--- src/rtl/gpr_port_arbiter_if.sv ---
// ---------------------------------------------------------------------------
// gpr_port_arbiter_if
// Bundles the requester, response and register-file signals of the GPR port
// arbiter.
//   slave  modport : the arbiter itself
//   master modport : the environment (pipeline, debug unit, register file)
// Signal groups:
//   rq0_*/rq1_*  read requests (valid, a1, a2) and read grants (ready)
//   rsp_*        read response (valid, id, d1, d2), one cycle after grant
//   wq0_*/wq1_*  write requests (valid, addr, data) and write grants (ready)
//   gpr_*        register file read/write port controls and read data
// ---------------------------------------------------------------------------
interface gpr_port_arbiter_if;
    // read requests
    logic        rq0_valid;
    logic        rq1_valid;
    logic [4:0]  rq0_a1;
    logic [4:0]  rq0_a2;
    logic [4:0]  rq1_a1;
    logic [4:0]  rq1_a2;
    logic        rq0_ready;
    logic        rq1_ready;
    // read response
    logic        rsp_valid;
    logic        rsp_id;
    logic [31:0] rsp_d1;
    logic [31:0] rsp_d2;
    // write requests
    logic        wq0_valid;
    logic        wq1_valid;
    logic [4:0]  wq0_addr;
    logic [4:0]  wq1_addr;
    logic [31:0] wq0_data;
    logic [31:0] wq1_data;
    logic        wq0_ready;
    logic        wq1_ready;
    // register file port
    logic [4:0]  gpr_a1;
    logic [4:0]  gpr_a2;
    logic [4:0]  gpr_a3;
    logic [31:0] gpr_wdata;
    logic        gpr_we;
    logic [31:0] gpr_rd1;
    logic [31:0] gpr_rd2;

    modport slave (
        input  rq0_valid, rq1_valid, rq0_a1, rq0_a2, rq1_a1, rq1_a2,
        output rq0_ready, rq1_ready,
        output rsp_valid, rsp_id, rsp_d1, rsp_d2,
        input  wq0_valid, wq1_valid, wq0_addr, wq1_addr, wq0_data, wq1_data,
        output wq0_ready, wq1_ready,
        output gpr_a1, gpr_a2, gpr_a3, gpr_wdata, gpr_we,
        input  gpr_rd1, gpr_rd2
    );

    modport master (
        output rq0_valid, rq1_valid, rq0_a1, rq0_a2, rq1_a1, rq1_a2,
        input  rq0_ready, rq1_ready,
        input  rsp_valid, rsp_id, rsp_d1, rsp_d2,
        output wq0_valid, wq1_valid, wq0_addr, wq1_addr, wq0_data, wq1_data,
        input  wq0_ready, wq1_ready,
        input  gpr_a1, gpr_a2, gpr_a3, gpr_wdata, gpr_we,
        output gpr_rd1, gpr_rd2
    );
endinterface

--- src/rtl/gpr_port_arbiter.sv ---
// ---------------------------------------------------------------------------
// gpr_port_arbiter
// Shares the register file's two read ports and one write port between the
// main pipeline (requester 0) and the debug/exception unit (requester 1).
// Reads and writes are arbitrated independently, each round-robin with a
// 1-bit "last granted" pointer. Read data returns one cycle after grant,
// tagged with the requester id; a write granted in the same cycle to the same
// nonzero address is bypassed into the response because the register file
// returns the old value in that case.
// Ports:
//   clk  clock
//   rst  asynchronous, active-high reset
//   bus  gpr_port_arbiter_if.slave (requests, grants, response, GPR port)
// ---------------------------------------------------------------------------
module gpr_port_arbiter (
    input  logic              clk,
    input  logic              rst,
    gpr_port_arbiter_if.slave bus
);
    localparam int NPORT = 2;   // read ports a1/a2

    // Two-requester round-robin: a lone requester always wins; under
    // contention the one that was not granted last wins.
    function automatic logic [1:0] rr_grant(input logic [1:0] req, input logic last);
        logic [1:0] gnt;
        gnt = 2'b00;
        case (req)
            2'b01:   gnt = 2'b01;
            2'b10:   gnt = 2'b10;
            2'b11:   gnt = last ? 2'b01 : 2'b10;
            default: gnt = 2'b00;
        endcase
        return gnt;
    endfunction

    logic [1:0]       w_rd_req;
    logic [1:0]       w_wr_req;
    logic [1:0]       w_rd_gnt;
    logic [1:0]       w_wr_gnt;
    logic             w_rd_any;
    logic             w_wr_any;
    logic             w_rd_id;
    logic             w_wr_id;
    logic [4:0]       w_rd_addr [NPORT];
    logic [31:0]      w_rf_rd   [NPORT];
    logic [31:0]      w_rsp_d   [NPORT];
    logic [NPORT-1:0] w_byp;
    logic [4:0]       w_a3;
    logic [31:0]      w_wdata;

    logic             r_rd_last;
    logic             r_wr_last;
    logic             r_rsp_valid;
    logic             r_rsp_id;
    logic [NPORT-1:0] r_byp;
    logic [31:0]      r_bdata;

    // ------------------------------------------------------------------
    // Arbitration
    // ------------------------------------------------------------------
    assign w_rd_req = {bus.rq1_valid, bus.rq0_valid};
    assign w_wr_req = {bus.wq1_valid, bus.wq0_valid};
    assign w_rd_gnt = rr_grant(w_rd_req, r_rd_last);
    assign w_wr_gnt = rr_grant(w_wr_req, r_wr_last);

    assign w_rd_any = |w_rd_gnt;
    assign w_wr_any = |w_wr_gnt;
    assign w_rd_id  = w_rd_gnt[1];
    assign w_wr_id  = w_wr_gnt[1];

    assign bus.rq0_ready = w_rd_gnt[0];
    assign bus.rq1_ready = w_rd_gnt[1];
    assign bus.wq0_ready = w_wr_gnt[0];
    assign bus.wq1_ready = w_wr_gnt[1];

    // ------------------------------------------------------------------
    // Port muxes (requester 0 fields when nothing is granted)
    // ------------------------------------------------------------------
    assign w_rd_addr[0] = w_rd_gnt[1] ? bus.rq1_a1 : bus.rq0_a1;
    assign w_rd_addr[1] = w_rd_gnt[1] ? bus.rq1_a2 : bus.rq0_a2;
    assign w_a3         = w_wr_gnt[1] ? bus.wq1_addr : bus.wq0_addr;
    assign w_wdata      = w_wr_gnt[1] ? bus.wq1_data : bus.wq0_data;

    assign bus.gpr_a1    = w_rd_addr[0];
    assign bus.gpr_a2    = w_rd_addr[1];
    assign bus.gpr_a3    = w_a3;
    assign bus.gpr_wdata = w_wdata;
    assign bus.gpr_we    = w_wr_any;

    assign w_rf_rd[0] = bus.gpr_rd1;
    assign w_rf_rd[1] = bus.gpr_rd2;

    // ------------------------------------------------------------------
    // Same-cycle read/write bypass, one per read port. Address 0 is never
    // bypassed: the register file drops writes to it and reads return 0.
    // ------------------------------------------------------------------
    generate
        for (genvar gi = 0; gi < NPORT; gi++) begin : g_port
            assign w_byp[gi]   = w_wr_any && (w_a3 == w_rd_addr[gi]) && (w_rd_addr[gi] != 5'd0);
            assign w_rsp_d[gi] = r_byp[gi] ? r_bdata : w_rf_rd[gi];
        end
    endgenerate

    assign bus.rsp_valid = r_rsp_valid;
    assign bus.rsp_id    = r_rsp_id;
    assign bus.rsp_d1    = w_rsp_d[0];
    assign bus.rsp_d2    = w_rsp_d[1];

    // ------------------------------------------------------------------
    // Pointers and response register. Pointers reset to 1 so requester 0
    // wins the first contention after reset.
    // ------------------------------------------------------------------
    always_ff @(posedge clk or posedge rst) begin
        if (rst) begin
            r_rd_last   <= 1'b1;
            r_wr_last   <= 1'b1;
            r_rsp_valid <= 1'b0;
            r_rsp_id    <= 1'b0;
            r_byp       <= '0;
            r_bdata     <= '0;
        end else begin
            if (w_rd_any) begin
                r_rd_last <= w_rd_id;
            end
            if (w_wr_any) begin
                r_wr_last <= w_wr_id;
            end
            r_rsp_valid <= w_rd_any;
            r_rsp_id    <= w_rd_id;
            // bypass flags only matter for a cycle that carries a response
            r_byp       <= w_byp & {NPORT{w_rd_any}};
            r_bdata     <= w_wdata;
        end
    end
endmodule
--- src/flat_wrapper.sv ---
// flat-port wrapper written by rule: the top's interface ports become plain ports
module gpr_port_arbiter_flat 
  (clk, rst, bus_rq0_valid, bus_rq1_valid, bus_rq0_a1, bus_rq0_a2, bus_rq1_a1, bus_rq1_a2, bus_rq0_ready, bus_rq1_ready, bus_rsp_valid, bus_rsp_id, bus_rsp_d1, bus_rsp_d2, bus_wq0_valid, bus_wq1_valid, bus_wq0_addr, bus_wq1_addr, bus_wq0_data, bus_wq1_data, bus_wq0_ready, bus_wq1_ready, bus_gpr_a1, bus_gpr_a2, bus_gpr_a3, bus_gpr_wdata, bus_gpr_we, bus_gpr_rd1, bus_gpr_rd2);
  gpr_port_arbiter_if bus_i ();
  input  logic clk;
  input  logic rst;
  input wire logic [$bits(bus_i.rq0_valid)-1:0] bus_rq0_valid;
  input wire logic [$bits(bus_i.rq1_valid)-1:0] bus_rq1_valid;
  input wire logic [$bits(bus_i.rq0_a1)-1:0] bus_rq0_a1;
  input wire logic [$bits(bus_i.rq0_a2)-1:0] bus_rq0_a2;
  input wire logic [$bits(bus_i.rq1_a1)-1:0] bus_rq1_a1;
  input wire logic [$bits(bus_i.rq1_a2)-1:0] bus_rq1_a2;
  output wire logic [$bits(bus_i.rq0_ready)-1:0] bus_rq0_ready;
  output wire logic [$bits(bus_i.rq1_ready)-1:0] bus_rq1_ready;
  output wire logic [$bits(bus_i.rsp_valid)-1:0] bus_rsp_valid;
  output wire logic [$bits(bus_i.rsp_id)-1:0] bus_rsp_id;
  output wire logic [$bits(bus_i.rsp_d1)-1:0] bus_rsp_d1;
  output wire logic [$bits(bus_i.rsp_d2)-1:0] bus_rsp_d2;
  input wire logic [$bits(bus_i.wq0_valid)-1:0] bus_wq0_valid;
  input wire logic [$bits(bus_i.wq1_valid)-1:0] bus_wq1_valid;
  input wire logic [$bits(bus_i.wq0_addr)-1:0] bus_wq0_addr;
  input wire logic [$bits(bus_i.wq1_addr)-1:0] bus_wq1_addr;
  input wire logic [$bits(bus_i.wq0_data)-1:0] bus_wq0_data;
  input wire logic [$bits(bus_i.wq1_data)-1:0] bus_wq1_data;
  output wire logic [$bits(bus_i.wq0_ready)-1:0] bus_wq0_ready;
  output wire logic [$bits(bus_i.wq1_ready)-1:0] bus_wq1_ready;
  output wire logic [$bits(bus_i.gpr_a1)-1:0] bus_gpr_a1;
  output wire logic [$bits(bus_i.gpr_a2)-1:0] bus_gpr_a2;
  output wire logic [$bits(bus_i.gpr_a3)-1:0] bus_gpr_a3;
  output wire logic [$bits(bus_i.gpr_wdata)-1:0] bus_gpr_wdata;
  output wire logic [$bits(bus_i.gpr_we)-1:0] bus_gpr_we;
  input wire logic [$bits(bus_i.gpr_rd1)-1:0] bus_gpr_rd1;
  input wire logic [$bits(bus_i.gpr_rd2)-1:0] bus_gpr_rd2;
  assign bus_i.rq0_valid = bus_rq0_valid;
  assign bus_i.rq1_valid = bus_rq1_valid;
  assign bus_i.rq0_a1 = bus_rq0_a1;
  assign bus_i.rq0_a2 = bus_rq0_a2;
  assign bus_i.rq1_a1 = bus_rq1_a1;
  assign bus_i.rq1_a2 = bus_rq1_a2;
  assign bus_rq0_ready = bus_i.rq0_ready;
  assign bus_rq1_ready = bus_i.rq1_ready;
  assign bus_rsp_valid = bus_i.rsp_valid;
  assign bus_rsp_id = bus_i.rsp_id;
  assign bus_rsp_d1 = bus_i.rsp_d1;
  assign bus_rsp_d2 = bus_i.rsp_d2;
  assign bus_i.wq0_valid = bus_wq0_valid;
  assign bus_i.wq1_valid = bus_wq1_valid;
  assign bus_i.wq0_addr = bus_wq0_addr;
  assign bus_i.wq1_addr = bus_wq1_addr;
  assign bus_i.wq0_data = bus_wq0_data;
  assign bus_i.wq1_data = bus_wq1_data;
  assign bus_wq0_ready = bus_i.wq0_ready;
  assign bus_wq1_ready = bus_i.wq1_ready;
  assign bus_gpr_a1 = bus_i.gpr_a1;
  assign bus_gpr_a2 = bus_i.gpr_a2;
  assign bus_gpr_a3 = bus_i.gpr_a3;
  assign bus_gpr_wdata = bus_i.gpr_wdata;
  assign bus_gpr_we = bus_i.gpr_we;
  assign bus_i.gpr_rd1 = bus_gpr_rd1;
  assign bus_i.gpr_rd2 = bus_gpr_rd2;
  gpr_port_arbiter u_core (.clk(clk), .rst(rst), .bus(bus_i));
endmodule
--- config.mk ---
export PLATFORM = sky130hd
export DESIGN_NAME = gpr_port_arbiter_flat
export DESIGN_NICKNAME = d
export VERILOG_FILES = /design/src/rtl/gpr_port_arbiter_if.sv /design/src/rtl/gpr_port_arbiter.sv /design/src/flat_wrapper.sv
export SDC_FILE = /design/constraint.sdc
export NUM_CORES = 1
export LEC_CHECK = 0
export ABC_AREA = 1
export BUFFER_PORTS_ARGS = -buffer_cell sky130_fd_sc_hd__buf_2
export CORE_AREA = 2 2 110 112
export DETAILED_ROUTE_END_ITERATION = 8
export DIE_AREA = 0 0 112 114
export PLACE_DENSITY = 0.62
export SKIP_CTS_REPAIR_TIMING = 1
export SYNTH_ARGS = -nofsm -noshare
export SYNTH_HDL_FRONTEND = slang
export SYNTH_SLANG_ARGS = --single-unit
export TNS_END_PERCENT = 30
--- constraint.sdc ---
create_clock -name clk -period 2.5 [get_ports clk]
set_input_delay 0.5 -clock clk [delete_from_list [all_inputs] [get_ports clk]]
set_output_delay 0.5 -clock clk [all_outputs]
set_load 0.03 [all_outputs]
==> results of run 1 <==
[layout make-up]
cell class	instances	area, um^2
well taps	147	184
repair buffers	286	1470
clock buffers	6	139
flip-flops and latches	38	953
fillers	1265	7190
inverters	20	75.1
clock inverters	2	12.5
multi-input cells	286	1690
[kinds of logic after synthesis]
kind of cell           Yosys count  share of synthesized area, %
AND/OR/NAND/NOR                214                          32.1
multiplexers                    64                          25.3
XOR/XNOR                         2                         0.614
flip-flops                      38                          33.4
buffers and inverters           40                          7.37
AO/OA/AOI/OAI                    6                          1.23
[synthesized netlist by cell type, drive strengths merged]
| cell | n | share of area [%] |
|---|---|---|
| nand2 | 174 | 25 |
| mux2 | 64 | 25 |
| dfrtp | 36 | 32 |
| inv | 20 | 2.6 |
| buf | 18 | 4.5 |
| nand3 | 17 | 3.2 |
| nor2 | 13 | 1.7 |
| nand3b | 10 | 2.6 |
| a21boi | 2 | 0.53 |
| a21oi | 2 | 0.35 |
| clkbuf | 2 | 0.26 |
| dfstp | 2 | 1.8 |
| o21ai | 2 | 0.35 |
| xnor2 | 1 | 0.31 |
| xor2 | 1 | 0.31 |
[worst max-delay path: cells and delay by family (launching register included)]
| family | cells | cell delay, ns |
|---|---|---|
| simple gates | 4 | 0.45 |
| buf+inv | 3 | 0.48 |
| flops | 1 | 0.56 |
[state kept, by name, indices dropped and copies added, names as in the netlist]
register and count:
u_core.r_rd_last 1, u_core.r_byp 2, u_core.bus.rsp_valid 1, u_core.r_bdata 32, u_core.bus.rsp_id 1, u_core.r_wr_last 1
[final timing paths]
path,start,to,cells past startpoint
hold / removal,rst,u_core.r_bdata[9],2
setup reg to reg,u_core.r_wr_last,u_core.r_byp[0],10
setup / recovery,u_core.r_wr_last,bus_gpr_wdata[22],7
hold reg to reg,u_core.r_rd_last,u_core.r_rd_last,2
max in group asynchronous,rst,u_core.r_bdata[14],2
min in group clk,bus_wq1_data[18],u_core.r_bdata[18],3
[stage by stage]
stage	power, W	util [%]	worst slack, ns
4_1_cts	0.00242	38.6	0.189
2_1_floorplan	0.00139	-	0.495
6_report	0.00237	38.6	0.216
3_3_place_gp	0.00174	37.3	0.369
5_1_grt	0.00252	38.6	0.0955
3_5_place_dp	0.00175	37.3	0.353
[metal layers]
metal | part of all wire (%) | wire (um) | global-route usage, % | vias up
met2 | 51 | 5640 | 29.9 | 138
li1 | - | - | - | 1708
met4 | 0.85 | 95 | 3.58 | 0
met1 | 42 | 4650 | 19.8 | 1493
met5 | 0 | 0 | 0 | -
met3 | 6.7 | 740 | 3.13 | 5
[placed cells by master (no fill, tap or decap), types with 2 or more instances in the layout]
cell type	instances
nand2_1	163
dfrtp_1	36
buf_12	2
nor2_1	13
a21oi_1	2
mux2_1	4
buf_4	3
nand3_1	16
o21ai_0	2
a21boi_0	2
buf_2	281
nand3b_1	10
inv_1	19
nand2_4	4
mux2_2	60
dfstp_2	2
nand2_2	7
clkbuf_16	5
[power groups by stage]
stage	sequential, W	clock [W]	combinational [W]
after floorplan	0.000706	0	0.000685
after global placement	0.000716	0	0.00103
after detailed placement	0.000717	0	0.00103
after CTS	0.000706	0.000674	0.00104
after global routing	0.000712	0.000705	0.00110
final	0.000706	0.000642	0.00102
==> flow_summary.toml, run 1 <==
[run_status]
status = "complete, no violations"

[clocking]
cts_tree = "built"
clk_pin_slew_ns = 0.06
htree_num_levels = 2
cts_buffers = 5
clockBufferDepth = 2
clkLatencyLatePin_ns = 0.28
cts_sinks = 38
cts-root-buf = "clkbuf_16"

[critical_path]
r2r_slack_ns = 0.84
startpoint_type = "flop"
cp.required_ns = 2.00
cp_slowest_cell = "dfstp_2"
path_max_fanout = 33
crit_arrival_ns = 1.78
end_kind = "output port"
slowest_delay_ns = 0.56
path_class = "flop to output port"
crit_path_cell_trace = "nand2_4 -> nand2_4 -> inv_1 -> buf_12 -> nand2_1 -> nand2_1 -> buf_2"

[placement]
dp_cells = 777
dpl_cell_area_mm2 = 0.00437
place_congestion = 0.794
io_buffers = 281
dp_hpwl_mm = 8.95

[pwr]
p_int_w = 0.00143
power-per-cell-area_mw_per_mm2 = 525
max-vdd-ir-drop_mv = 0.258
switchingPower_w = 0.000945
p_seq_share_pct = 29.8
combPwrFrac_pct = 43.2
swShare_pct = 39.8
p_leak_nw = 2.64
clock_power_share_pct = 27.1

[die]
initial_core_util_pct = 24.3
num_rows = 40
die_w_um = 112
ios = 282
design.die.area_mm2 = 0.0128
die_h_um = 114
core_mm2 = 0.0117

[logic_synthesis]
synth-seq-area-share_pct = 33.4
synthDistinctLibCells = 21
syn_nets = 528
ys_seq_elements = 38
syn_area_mm2 = 0.00285
yosysWarnings = 0
synthCells = 364
syn_avg_cell_area_um2 = 7.83

[detailed_routing]
drt_iter0_drc = 122
post_drt_wl_per_cell_um = 14.2
first_pass_iters = 4
remaining_drc_errors = 0
dr_total_vias = 3344
wl_mm = 11.1
final_antenna_net_count = 0
vias_per_cell = 4.26

[final_layout]
nets = 801
drive_above_1_share_pct = 57.8
final_cell_count_no_fill = 785
synthToLayoutAreaGrowth_pct = 58.5
fin_area_mm2 = 0.00452
diodes = 0

[global_routing]
antenna_found_initial = 0
grt_usage_pct = 16.3
grt_pass1_vias = 3185
grt_max_degree = 39
grt_pass1_wl_mm = 16.4
overflow = 0

[timing]
setup_viol = 0
hold_violations = 0
fmax_mhz = 438
skew_ns = 0.00564
tightestPinTransition_ns = 0.859
report.final.slew_viol_count = 0
fin_hold_ws_ns = 0.399
finalCritPeriodShare_pct = 91.4
rsz0062_at_grt = "no"
setup_tns_ns = 0
period_minus_slack_ns = 2.28
max_slew_margin_pct = 42.6

[run]
cap_violations = 0

[worst_hold_path]
min_path_type = "input port to async pin"
Note: power is estimated with default switching activity, not from simulation.
==> inputs of run 2 (changes only) <==
--- a/config.mk
+++ b/config.mk
@@ -10,7 +10,7 @@
 export CORE_AREA = 2 2 110 112
 export DETAILED_ROUTE_END_ITERATION = 8
 export DIE_AREA = 0 0 112 114
-export PLACE_DENSITY = 0.62
+export PLACE_DENSITY = 0.65
 export SKIP_CTS_REPAIR_TIMING = 1
 export SYNTH_ARGS = -nofsm -noshare
 export SYNTH_HDL_FRONTEND = slang
==> run 2 against run 1 <==
Net effect:
- first-iteration DRC count decreased by 19%
- wire length grew 0.14%
- sequential share of layout area is 0.14 points higher
- highest routed layer unchanged
==> flow_summary.toml, run 2 (synthesized netlist as in run 1, its figures left out) <==
[clocking]
cts_buffers = 5
htree_num_levels = 2
cts-root-buf = "clkbuf_16"
cts_tree = "built"
clkLatencyLatePin_ns = 0.28
cts_sinks = 38
clk_pin_slew_ns = 0.06
clockBufferDepth = 2

[final_layout]
nets = 802
top_regs = "u_core.r_bdata: 32 flops, u_core.r_byp: 2 flops"
diodes = 0
final_common_cell = "buf_2"
final_cell_mix = "buf_2 (281), nand2_1 (163), mux2_2 (60)"
top_register = "u_core.r_bdata"
final_cell_count_no_fill = 785
drive_above_1_share_pct = 57.8
synthToLayoutAreaGrowth_pct = 57.5
multi_input_area_mm2 = 0.00169
seqCellArea_um2 = 953
fill_cells = 1249
largest_register_ffs = 32

[timing]
report.final.slew_viol_count = 0
max_slew_margin_pct = 44.0
hold_violations = 0
tightestPinTransition_ns = 0.839
skew_ns = 0.00524
setup_ws_ns = 0.174
period_minus_slack_ns = 2.33
finalCritPeriodShare_pct = 93.0
fmax_mhz = 430
rsz0062_at_grt = "no"
setup_viol = 0
setup_tns_ns = 0

[global_routing]
overflow = 0
grt_util_met2_pct = 28.8
grt_pass1_vias = 3088
grt_pass1_wl_mm = 16.2
grt_max_degree = 39
grt_usage_pct = 16.2
met1_usage_pct = 20.2
busiest_layer = "met2"
antenna_found_initial = 0
met3_usage_pct = 3.51

[detailed_routing]
vias_per_cell = 4.25
first_pass_iters = 4
dr_total_vias = 3333
remaining_drc_errors = 0
drt_iter0_drc = 99
post_drt_wl_per_cell_um = 14.2
final_antenna_net_count = 0
wl_mm = 11.1

[critical_path]
path_class = "flop to output port"
cp.buffers_inverters = 2
end_kind = "output port"
cp.required_ns = 2.00
r2r_slack_ns = 0.99
startpoint_type = "flop"
r2r_start = "u_core.r_rd_last"
cp_top_family = "flip-flops"
crit_path_start = "u_core.r_wr_last"
worst-path-stages = 6
crit_path_cell_trace = "nand2_4 -> nand2_4 -> buf_6 -> nand2_1 -> nand2_1 -> buf_2"
crit_arrival_ns = 1.83
slowest_delay_ns = 0.56
path_max_fanout = 27
cp_slowest_cell = "dfstp_2"
rr_worst_depth = 9
reg2reg_to = "u_core.r_byp[0]"

[pwr]
power-per-cell-area_mw_per_mm2 = 519
clock_power_share_pct = 25.7
swShare_pct = 40.4
p_int_w = 0.00139
max-vdd-ir-drop_mv = 0.270
switchingPower_w = 0.000942
p_seq_share_pct = 30.3
p_leak_nw = 2.64
combPwrFrac_pct = 43.9

[die]
core_mm2 = 0.0117
die_h_um = 114
initial_core_util_pct = 24.3
ios = 282
design.die.area_mm2 = 0.0128
die_w_um = 112
num_rows = 40

[placement]
io_buffers = 281
dp_cells = 778
place_congestion = 0.762
dp_slack_ns = 0.263
dp_hpwl_mm = 9.18

[worst_hold_path]
min_path_type = "input port to async pin"

[run_status]
status = "complete, no violations"

[run]
cap_violations = 0
-- run 2: changes by cell type in the layout (fill, tap and decap cells not counted) --
cell,previous run,this run
buf_6,0,1
clkbuf_8,1,0
clkinvlp_4,1,0
buf_4,3,5
buf_12,2,0
clkinv_2,1,2
-- run 2: worst max path at each step --
stage	endpoint	slack, ns
finish	bus_gpr_wdata[29]	0.17
CTS	bus_gpr_wdata[29]	0.03
global route	bus_gpr_wdata[0]	0.03
floorplan	bus_rq0_ready	0.50
detailed placement	bus_gpr_wdata[29]	0.26
global placement	bus_gpr_wdata[0]	0.32
-- run 2: area by class of cell --
class,instances,share of cell area [%]
Timing Repair Buffer,287,32.4
Clock inverter,2,0.223
Sequential cell,38,21.2
Inverter,20,1.67
Multi-Input combinational cell,286,37.6
Clock buffer,5,2.79
Tap cell,147,4.10
-- run 2: metrics by stage --
stage               power (W)  cell area (um^2)  hold WS [ns]  utilization, %
floorplan             0.00139              2850         0.495               -
global placement      0.00174              4350         0.517            37.2
detailed placement    0.00175              4350         0.528            37.2
CTS                   0.00237              4490         0.421            38.3
global route          0.00247              4490         0.438            38.3
finish                0.00233              4490         0.393            38.3
-- run 2: layer usage --
layer,routed length (um),up-vias
met2,5520,145
met4,129,0
li1,-,1712
met1,4690,1466
met3,800,10
met5,0,-
-- run 2: power groups by stage --
stage | Clock, W | Sequential (W) | Combinational [W]
5_1_grt | 0.000656 | 0.000711 | 0.00110
4_1_cts | 0.000628 | 0.000707 | 0.00103
6_report | 0.000600 | 0.000707 | 0.00102
3_3_place_gp | 0 | 0.000717 | 0.00102
3_5_place_dp | 0 | 0.000717 | 0.00103
2_1_floorplan | 0 | 0.000706 | 0.000685
==> inputs of run 3 (changes only) <==
--- a/config.mk
+++ b/config.mk
@@ -5,13 +5,13 @@
 export SDC_FILE = /design/constraint.sdc
 export NUM_CORES = 1
 export LEC_CHECK = 0
-export ABC_AREA = 1
 export BUFFER_PORTS_ARGS = -buffer_cell sky130_fd_sc_hd__buf_2
-export CORE_AREA = 2 2 110 112
+export CORE_AREA = 2 2 109 111
 export DETAILED_ROUTE_END_ITERATION = 8
-export DIE_AREA = 0 0 112 114
-export PLACE_DENSITY = 0.65
+export DIE_AREA = 0 0 111 113
+export PLACE_DENSITY = 0.63
 export SKIP_CTS_REPAIR_TIMING = 1
+export SLEW_MARGIN = 0
 export SYNTH_ARGS = -nofsm -noshare
 export SYNTH_HDL_FRONTEND = slang
 export SYNTH_SLANG_ARGS = --single-unit
==> run 3 against run 2 <==
Net effect:
- final cell count is 20% lower
- area after synthesis is 11% lower
- worst hold slack worse by 0.0028 ns
- clock power is 1% higher
- non-clock buffer count increased by 2
- sequential cell count is the same
- sequential share of layout area up 0.97 points
- sequential power about the same
- via count shrank 18%
- clock skew decreased by 0.00077 ns
- count of clock-buffer cells in the layout is the same
==> flow_summary.toml, run 3 <==
[detailed_routing]
vias_per_cell = 4.37
drt_iter0_drc = 30
dr_total_vias = 2749
wl_mm = 9.84
first_pass_iters = 4
final_antenna_net_count = 0
post_drt_wl_per_cell_um = 15.6
remaining_drc_errors = 0

[logic_synthesis]
async_flop_share_pct = 100
synthCells = 202
synth_compound_area_share_pct = 2.11
synth-xor-area-share_pct = 3.43
syn_area_mm2 = 0.00255
syn_avg_cell_area_um2 = 12.6
synth_ff_type = "dfrtp_1"
synth_common_cells = "mux2_2 (107), dfrtp_1 (36), inv_1 (7), xnor2_1 (7), buf_1 (6)"
synth_top_family_by_area = "multiplexers"
syn_nets = 366
synth_top_area_cell = "mux2_2"
ys_seq_elements = 38
yosys.area.top_type_share_pct = 47.2
synth.area.top_cells = "mux2_2 (47%), dfrtp_1 (35%), xnor2_1 (2.4%), dfstp_2 (2.1%), nor4b_2 (1.2%)"
yosysWarnings = 0
yosysMostFrequentCell = "mux2_2"
synthMuxAreaShare_pct = 49.4
synth_fa_ha_area_share_pct = 0
synthDistinctLibCells = 27
synth-seq-area-share_pct = 37.4
synth_edf_count = 0
synth_simple_gate_area_share_pct = 4.12

[timing]
tightestPinTransition_ns = 0.877
setup_tns_ns = 0
fin_hold_ws_ns = 0.390
setup_viol = 0
period_minus_slack_ns = 2.23
hold_violations = 0
setup_ws_ns = 0.273
max_slew_margin_pct = 41.5
report.final.slew_viol_count = 0
rsz0062_at_grt = "no"
skew_ns = 0.00447
fmax_mhz = 449
finalCritPeriodShare_pct = 89.1

[critical_path]
crit_path_start = "u_core.r_wr_last"
rr_worst_depth = 5
cp.required_ns = 2.00
r2r_start = "u_core.r_rd_last"
reg2reg_to = "u_core.r_byp[0]"
startpoint_type = "flop"
path_max_fanout = 19
crit_path_end = "bus_gpr_wdata[27]"
path_class = "flop to output port"
end_kind = "output port"
r2r_slack_ns = 0.57
crit_arrival_ns = 1.73

[clocking]
cts_buffers = 5
clockBufferDepth = 2
clk_pin_slew_ns = 0.06
cts-root-buf = "clkbuf_16"
clkLatencyLatePin_ns = 0.28
cts_sinks = 38
htree_num_levels = 2
cts_tree = "built"

[pwr]
max-vdd-ir-drop_mv = 0.251
p_leak_nw = 2.19
power-per-cell-area_mw_per_mm2 = 522

[die]
design.die.area_mm2 = 0.0125
num_rows = 39
die_w_um = 111
ios = 282
initial_core_util_pct = 22.6
die_h_um = 113
core_mm2 = 0.0113

[final_layout]
nets = 649
top_register = "u_core.r_bdata"
drive_above_1_share_pct = 85.4
final_cell_count_no_fill = 629
synthToLayoutAreaGrowth_pct = 68.3
final_common_cell = "buf_2"
top_regs = "u_core.r_bdata: 32 flops, u_core.r_byp: 2 flops"
final_cell_mix = "buf_2 (281), mux2_2 (107), dfrtp_1 (36)"
largest_register_ffs = 32

[run_status]
status = "complete, no violations"

[placement]
dp_hpwl_mm = 8.23
dp_cells = 621
io_buffers = 281
dp_slack_ns = 0.277
place_congestion = 0.820

[run]
cap_violations = 0

[global_routing]
overflow = 0
antenna_found_initial = 1
grt_usage_pct = 15.0
grt_pass1_vias = 2960
grt_max_degree = 39
grt_pass1_wl_mm = 15.0

[worst_hold_path]
min_path_type = "input port to async pin"
-- run 3: cell types whose count changed in the layout (fill, tap and decap cells not counted), moves of 4 or more --
cell,previous run,this run
nand3_1,16,0
nand2_2,7,0
xnor2_1,1,7
inv_1,19,6
mux2_2,60,107
mux2_1,4,0
nand2_4,4,0
nor2_1,13,3
nand3b_1,10,0
nand2_1,163,1
-- run 3: worst min-delay path by stage --
stage          slack [ns]  cells after the start              from            endpoint
2_1_floorplan        0.48                      2  u_core.r_wr_last    u_core.r_wr_last
3_3_place_gp         0.51                      2  u_core.r_rd_last    u_core.r_rd_last
3_5_place_dp         0.52                      2  u_core.r_wr_last    u_core.r_wr_last
4_1_cts              0.42                      2     bus_wq0_valid    u_core.r_wr_last
5_1_grt              0.43                      2     bus_wq0_valid    u_core.r_wr_last
6_report             0.39                      2               rst  u_core.r_bdata[30]
-- run 3: final cells by class --
| class | instances | area [um^2] |
|---|---|---|
| well taps | 143 | 179 |
| multi-input cells | 144 | 1520 |
| clock inverters | 2 | 10.0 |
| repair buffers | 289 | 1480 |
| flip-flops and latches | 38 | 953 |
| inverters | 7 | 26.3 |
| fillers | 1107 | 6980 |
| diodes | 1 | 2.50 |
| clock buffers | 5 | 125 |
-- run 3: through the flow --
| stage | total power (W) | area, um^2 | util, % |
|---|---|---|---|
| floorplan | 0.00132 | 2550 | - |
| global placement | 0.00164 | 4160 | 36.9 |
| detailed placement | 0.00166 | 4160 | 36.9 |
| CTS | 0.00228 | 4290 | 38.1 |
| global route | 0.00236 | 4290 | 38.1 |
| finish | 0.00224 | 4290 | 38.1 |
-- run 3: metal layers --
layer	vias to the layer above	share of wire (%)	track usage, %
met5	-	0	0
met4	0	1.8	5.58
met3	12	7.9	3.27
met2	161	53	28.6
met1	1283	37	16.4
li1	1293	-	-
-- run 3: where the power goes --
part,total (W),internal [W],switching (W)
registers,0.000708,0.000675,0.0000328
logic,0.000928,0.000372,0.000556
clock network,0.000607,0.000360,0.000246
total,0.00224,0.00141,0.000836
-- run 3: cells by family (layout without fill, tap and decap cells) --
family	after synthesis	after routing
other	0	1
AND/OR/NAND/NOR	16	16
XOR/XNOR	10	10
buffers and inverters	20	303
multiplexers	111	111
flip-flops	38	38
AO/OA/AOI/OAI	7	7
-- run 3: worst max-delay path, cell delays in order (launching register included) --
cell and delay (ns):
dfstp_2 0.39, a21boi_4 0.18, buf_4 0.30, mux2_2 0.38, buf_2 0.18
